<file path="src/rtl/pattern_sequencer.sv">
// pattern_sequencer: steps through a small programmable pattern memory on counter-bit rising edges.
// Ports:
//   clk, rst_n          clock, asynchronous active-low reset
//   currentCount, mask  free-running count and tick-bit select; level = |(currentCount & mask)
//   run, mode           1 = sequence / 0 = idle; 0 = forward-wrap / 1 = ping-pong
//   last_step           highest step index used
//   wr_en, wr_addr,     pattern memory write port, accepted in every state
//   wr_data
//   pattern_out         registered current pattern word
//   step_idx            registered current step index
//   step_tick, wrap     one-cycle pulses on each advance / on sequencing back to index 0
module pattern_sequencer #(
    parameter int STEPS = 8,
    parameter int DW = 8,
    localparam int SW = $clog2(STEPS)
) (
    input  logic          clk,
    input  logic          rst_n,
    input  logic [15:0]   currentCount,
    input  logic [15:0]   mask,
    input  logic          run,
    input  logic          mode,
    input  logic [SW-1:0] last_step,
    input  logic          wr_en,
    input  logic [SW-1:0] wr_addr,
    input  logic [DW-1:0] wr_data,
    output logic [DW-1:0] pattern_out,
    output logic [SW-1:0] step_idx,
    output logic          step_tick,
    output logic          wrap
);
    typedef enum logic {IDLE, RUN} state_t;
    state_t state, state_nxt;
    logic [DW-1:0] mem [STEPS];
    logic prev_l, lvl, tick;
    logic dir, dir_nxt, adv_dir;
    logic [SW-1:0] adv, ld_addr, idx_nxt;
    logic [DW-1:0] ld_word, pat_nxt;
    logic tick_nxt, wrap_nxt;

    assign lvl = |(currentCount & mask);
    assign tick = lvl & ~prev_l;

    // dir: 0 = up, 1 = down; only consulted in ping-pong mode, kept untouched in forward mode
    always_comb begin
        adv_dir = dir;
        adv = '0;
        if (!mode)
            adv = (step_idx >= last_step) ? '0 : step_idx + SW'(1);
        else if (!dir) begin
            adv_dir = step_idx >= last_step;
            adv = (step_idx < last_step) ? step_idx + SW'(1) : (step_idx == '0) ? '0 : step_idx - SW'(1);
        end else begin
            adv_dir = step_idx != '0;
            adv = (step_idx != '0) ? step_idx - SW'(1) : (last_step == '0) ? '0 : SW'(1);
        end
    end

    // write-first: a word loaded on the same edge as a write to its address takes the new data
    assign ld_addr = (state == IDLE) ? '0 : adv;
    assign ld_word = (wr_en && wr_addr == ld_addr) ? wr_data : mem[ld_addr];

    always_ff @(posedge clk or negedge rst_n) begin
        if (!rst_n) begin
            state       <= IDLE;
            prev_l      <= 1'b1;
            dir         <= 1'b0;
            pattern_out <= '0;
            step_idx    <= '0;
            step_tick   <= 1'b0;
            wrap        <= 1'b0;
        end else begin
            state       <= state_nxt;
            prev_l      <= lvl;
            dir         <= dir_nxt;
            pattern_out <= pat_nxt;
            step_idx    <= idx_nxt;
            step_tick   <= tick_nxt;
            wrap        <= wrap_nxt;
        end
    end

    always_ff @(posedge clk or negedge rst_n) begin
        if (!rst_n) begin
            for (int i = 0; i < STEPS; i++)
                mem[i] <= '0;
        end else if (wr_en) begin
            mem[wr_addr] <= wr_data;
        end
    end

    assign state_nxt = run ? RUN : IDLE;

    // dropping run outranks a simultaneous tick; entering RUN never produces a step_tick
    always_comb begin
        idx_nxt  = step_idx;
        pat_nxt  = pattern_out;
        dir_nxt  = dir;
        tick_nxt = 1'b0;
        wrap_nxt = 1'b0;
        if (!run) begin
            idx_nxt = '0;
            pat_nxt = '0;
            dir_nxt = 1'b0;
        end else if (state == IDLE) begin
            idx_nxt = '0;
            pat_nxt = ld_word;
            dir_nxt = 1'b0;
        end else if (tick) begin
            idx_nxt  = adv;
            pat_nxt  = ld_word;
            dir_nxt  = adv_dir;
            tick_nxt = 1'b1;
            wrap_nxt = (adv == '0) && (step_idx != '0);
        end
    end
endmodule

</file>
<file path="config.mk">
export PLATFORM = sky130hd
export DESIGN_NAME = pattern_sequencer
export DESIGN_NICKNAME = d
export VERILOG_FILES = /design/src/rtl/pattern_sequencer.sv
export SDC_FILE = /design/constraint.sdc
export NUM_CORES = 1
export LEC_CHECK = 0
export ABC_AREA = 1
export BUFFER_PORTS_ARGS = -buffer_cell sky130_fd_sc_hd__clkbuf_2
export CORE_UTILIZATION = 50
export CTS_CLUSTER_DIAMETER = 40
export DETAILED_ROUTE_END_ITERATION = 8
export PLACE_DENSITY = 0.72
export SLEW_MARGIN = 40
export SYNTH_ARGS = -nofsm -noshare
export SYNTH_HDL_FRONTEND = slang
export SYNTH_SLANG_ARGS = --single-unit
</file>
<file path="constraint.sdc">
create_clock -name clk -period 4.7 [get_ports clk]
set_clock_uncertainty 0.1 [all_clocks]
set_input_delay 0.47 -clock clk [delete_from_list [all_inputs] [get_ports clk]]
set_output_delay 0.47 -clock clk [all_outputs]
set_load 0.02 [all_outputs]
</file>
After elaboration in Yosys (flattened, before gate mapping)
Index checks and enable logic that the tools add are counted.
W data, S select, Z words.

storage, ports and cells
  bits in registers = 80
  output and inout bits = 13
  logic and storage cells = 72

cells by class
  $add $sub $neg = 2
  magnitude comparators = 5
  equal/unequal tests = 3
  multiplexer cells = 33
  bitwise gates (word level) = 5
  reductions and logical operators = 9

operators with widths
  cell                   number
  $bwmux W64             1
  $mux W8                7
  $mux W3                10
  $bmux W8 S3            1
  $demux W8 S3           1
  $and A16 B16 Y16       1
  $reduce_or A16 Y1      1
  $mux W1                13
  $logic_not A3 Y1       3
  $ge A4 B4 Y1 const B   2
  $not A3 Y4             2
  $lt A4 B1 Y1 const B   1
  $add A3 B1 Y3 const B  1
  $eq A3 B3 Y1           1
  $ge A3 B3 Y1           1
  $logic_and A1 B1 Y1    3
  $lt A3 B3 Y1           1
  $ne A3 B2 Y1 const B   1
  $ne A3 B3 Y1 const B   1
  $reduce_bool A3 Y1     1
  $sub A3 B1 Y3 const B  1
  $reduce_and A2 Y1      1
  $and A1 B1 Y1          1
  $not A1 Y1             1

Depth between registers and ports, before layout
  word-level depth = 14
  depth in mapped cells = 18

Least setup slack after synthesis
No wires, ideal clock.

  kind = reg2reg
  start = reg step_idx[2]
  end = reg pattern_out[0]
  setup time = 0.116 ns
  arrival = 2.009 ns
  required time = 4.484 ns
  slack = 2.475 ns
  cell stages (with the launch flop) = 16
  path buffers = 0
  period minus slack after synthesis = 2.225 ns
  path through = dfrtp_1 > ha_1 > nand2_1 > nand2_2 > nor2_4 > nand3_1 > nand3_2 > nand3_4 > nand2_2 > nand2_2 > nor2_4 > nand3_1 > nand2_1 > inv_1 > nand2_1 > nand2_1

between the ends
  word-level cells in the longest chain between the ends = 14

ends and longest elaborated chain
  element                                            RTL line  text
  start: declaration                                 28        output logic [SW-1:0] step_idx,
  start signal: assignment                           77        step_idx <= idx_nxt;
  $sub A3 B1 Y3 or $logic_not A3 Y1 (tied branches)  52, 55
  $mux W3 (2 in a row)                               52        adv = (step_idx < last_step) ? step_idx + SW'(1) : (step_idx == '0) ? '0 : step_idx - SW'(1);
  $mux W3                                            50        else if (!dir) begin
  $mux W3 (*)                                        48        if (!mode)
  $mux W3 (*)                                        60        assign ld_addr = (state == IDLE) ? '0 : adv;
  $not A3 Y4 (not written as such)                   61        assign ld_word = (wr_en && wr_addr == ld_addr) ? wr_data : mem[ld_addr];
  $bmux W8 S3                                        61
  $mux W8 (not written as such) (2 in a row)         61
  $mux W8 (*)                                        61
  $mux W8                                            109       end else if (tick) begin
  $mux W8 (*)                                        105       end else if (state == IDLE) begin
  $mux W8 (*)                                        101       if (!run) begin
  end signal: assignment                             76        pattern_out <= pat_nxt;
  end: declaration                                   27        output logic [DW-1:0] pattern_out,

Every way passes the cells marked *; elsewhere a longest branch is shown, timed or not. The select of a mux whose other input is x is not followed.
A chain may end at the register's enable or synchronous reset.

Final worst setup path
  start = reg step_idx[0]
  end = reg pattern_out[3]

Same word-level chain as after synthesis.

==> flow_metrics.env <==
export IMPL_synth_edf_count=0
export IMPL_p_leak_nw=2.51
export IMPL_power_density_nw_per_um2=378
export IMPL_core_area_um2=8180
export IMPL_combPwrFrac_pct=19.6
export IMPL_p_sw_w=0.000558
export IMPL_num_rows=33
export IMPL_period_minus_slack_ns=3.07
export IMPL_outcome="complete, no violations"
export IMPL_hold_buffers=0
export IMPL_layout_setup_ws_ns=1.63
export IMPL_synthAdderAreaFrac_pct=2.08
export IMPL_synth_cell_type_count=28
export IMPL_yosys_warnings=0
export IMPL_hold_path_class="in -> async"
export IMPL_drive_above_1_share_pct=17.5
export IMPL_io_buffers=63
export IMPL_sequentialPowerShare_pct=48.2
export IMPL_vias=3854
export IMPL_final_common_cell="nand2_1"
export IMPL_post_drt_wl_per_cell_um=15.1
export IMPL_async_flop_share_pct=100
export IMPL_cts_resized=0
export IMPL_max_stage_delay_ns=0.40
export IMPL_dieArea_um2=8780
export IMPL_gp_congestion=0.945
export IMPL_hpwl_mm=7.32
export IMPL_max_slew_margin_pct=51.8
export IMPL_cp_slowest_cell="dfrtp_1"
export IMPL_grt_ovfl_total=0
export IMPL_cts_max_level=3
export IMPL_setup_violations=0
export IMPL_drtIter0Drc=309
export IMPL_initial_utilization_pct=51.4
export IMPL_synth_compound_area_share_pct=9.50
export IMPL_root_buffer="clkbuf_8"
export IMPL_die_h_um=93.7
export IMPL_reg2reg_slack_ns=1.63
export IMPL_diodes=0
export IMPL_die_w_um=93.7
export IMPL_clk_pin_slew_ns=0.09
export IMPL_tritoncts="built"
export IMPL_switching_share_pct=30.8
export IMPL_worstSkewPairLatency_ns=0.36
export IMPL_io_pins=64
export IMPL_synth_top_flop_cell="dfrtp_1"
export IMPL_tns_ns=0
export IMPL_grt_pass1_vias=3518
export IMPL_peakVddDrop_mv=0.210
export IMPL_grt_max_degree=81
export IMPL_cp_num_buf_inv=3
export IMPL_synth_top_area_share_pct=47.0
export IMPL_drv_cap=0
export IMPL_intPower_w=0.00126
export IMPL_arrival_ns=3.22
export IMPL_maxSlewViolCount=0
export IMPL_netlist_area_um2=4200
export IMPL_avgSynthCellArea_um2=7.87
export IMPL_routed_via_density=5.51
export IMPL_netlist_instances=534
export IMPL_end_kind="flip-flop"
export IMPL_drt_first_pass_iters=5
export IMPL_period_share_pct=65.3
export IMPL_drc=0
export IMPL_ant_nets=0
export IMPL_fmax_mhz=326
export IMPL_synth_net_count=592
export IMPL_final_nets=647
export IMPL_synthMuxAreaShare_pct=0
export IMPL_ys_seq_elements=80
export IMPL_pre_cts_ws_ns=1.60
export IMPL_clockBufferDepth=2
export IMPL_area_growth_pct=14.2
export IMPL_post_cts_setup_buffer_count=0
export IMPL_rsz0062_at_grt="no"
export IMPL_wl_mm=10.5
export IMPL_cpLargestDelayFamily="simple AND/OR/NAND/NOR gates"
export IMPL_synth_top_family_by_area="simple AND/OR/NAND/NOR gates"
export IMPL_grt_usage_pct=25.8
export IMPL_crit_chain="inv_1 -> ha_1 -> ha_1 -> nand2_1 -> a21oi_1 -> nor2_1 -> nand2_2 -> buf_4 -> nand3_4 -> nand2_1 -> nand2_2 -> nor2_8 -> nand3_1 -> nand2_1 -> inv_1 -> nand2_1 -> nand2_1"
export IMPL_path_max_fanout=36
export IMPL_critPathMostFrequentCell="nand2_1"
export IMPL_cts_buffers=9
export IMPL_worst_pin_slew_ns=0.723
export IMPL_clock_sinks=80
export IMPL_antenna_found_initial=0
export IMPL_hold_viol_final=0
export IMPL_grt_pass1_wl_mm=17.4
export IMPL_cp_required_ns=4.85
export IMPL_synth_xor_area_share_pct=0
export IMPL_place_inst=683
export IMPL_p_clk_share_pct=32.2
export IMPL_cp_start_kind="flip-flop"
export IMPL_layout_common_cells="nand2_1 (160), nand3_1 (92), dfrtp_1 (78), clkbuf_2 (62), o21ai_0 (61)"
export IMPL_synth_top_cell_by_area="dfrtp_1"
export IMPL_fin_total_pwr_w=0.00181
export IMPL_criticalPathCategory="reg -> reg"
export IMPL_ys_seq_area_share_pct=47.7
export IMPL_synth_simple_area_share_pct=34.8
export IMPL_instances_no_fill=699
export IMPL_hold_worst_slack_ns=0.0349
export IMPL_synthTopCellsByArea="dfrtp_1 (47%), nand2_1 (14%), nand3_1 (11%)"
[state kept, by name, indices dropped and copies added (netlist names)]
register,cells
step_idx,3
pattern_out,8
mem,64
step_tick,1
state,1
prev_l,1
wrap,1
dir,1
[synth_stat cells, types with 2 or more instances]
cell	count
nand2_1	160
nand3_1	92
dfrtp_1	79
o21ai_0	61
inv_1	36
nand4_1	20
nor2_1	17
buf_2	12
a21oi_1	9
nand2_2	9
clkbuf_1	8
ha_1	7
a221oi_1	4
nand3_2	3
nand3_4	3
nor2_4	2
[layout make-up]
class	count	area, µm²
timing repair buffer	66	344
inverter	38	143
sequential	80	2000
multi-input combinational	394	1950
clock buffer	11	141
fill	774	3370
tap	105	131
clock inverter	5	88.8
[worst paths after layout]
path,from,endpoint,cells after the start
max,step_idx[0]$_DFFE_PN0P_,pattern_out[3]$_DFFE_PN0P_,17
min,rst_n,mem[37]$_DFFE_PN0P_,1
max reg2reg,step_idx[0]$_DFFE_PN0P_,pattern_out[3]$_DFFE_PN0P_,17
min reg2reg,mem[17]$_DFFE_PN0P_,mem[17]$_DFFE_PN0P_,2
max in group asynchronous,rst_n,state$_DFF_PN0_,1
min in group clk,run,state$_DFF_PN0_,1
[power by group through the flow]
| stage | Clock [W] | Combinational [W] | Sequential (W) |
|---|---|---|---|
| after floorplan | 0 | 0.000249 | 0.000870 |
| after global placement | 0 | 0.000340 | 0.000884 |
| after detailed placement | 0 | 0.000354 | 0.000886 |
| after CTS | 0.000592 | 0.000356 | 0.000873 |
| after global routing | 0.000623 | 0.000407 | 0.000886 |
| final | 0.000584 | 0.000356 | 0.000875 |
[metal layers]
metal	vias up	share of wire, %	track usage, %
li1	1901	-	-
met1	1801	47	37.6
met5	-	0	0
met3	9	7.3	4.21
met2	143	44	39.2
met4	0	1.1	8.33
[cell families after synthesis]
group,Yosys count
AOI/OAI and AO/OA,76
buffers and inverters,60
DFF,80
adders and majority gates,7
and+or+nand+nor,311
[through the flow]
step,cell area (µm²),util (%)
3_5_place_dp,4570,55.9
4_1_cts,4800,58.7
6_report,4800,58.7
3_3_place_gp,4570,55.8
2_1_floorplan,4200,-
5_1_grt,4800,58.7
[worst reg2reg max path, cell delays in order (launching register included)]
cell and delay [ns]:
dfrtp_1 0.40, inv_1 0.16, ha_1 0.24, ha_1 0.22, nand2_1 0.08, a21oi_1 0.14, nor2_1 0.07, nand2_2 0.06
buf_4 0.35, nand3_4 0.40, nand2_1 0.18, nand2_2 0.10, nor2_8 0.16, nand3_1 0.09, nand2_1 0.07, inv_1 0.04
nand2_1 0.07, nand2_1 0.05
(Power assumes the default switching activity.)
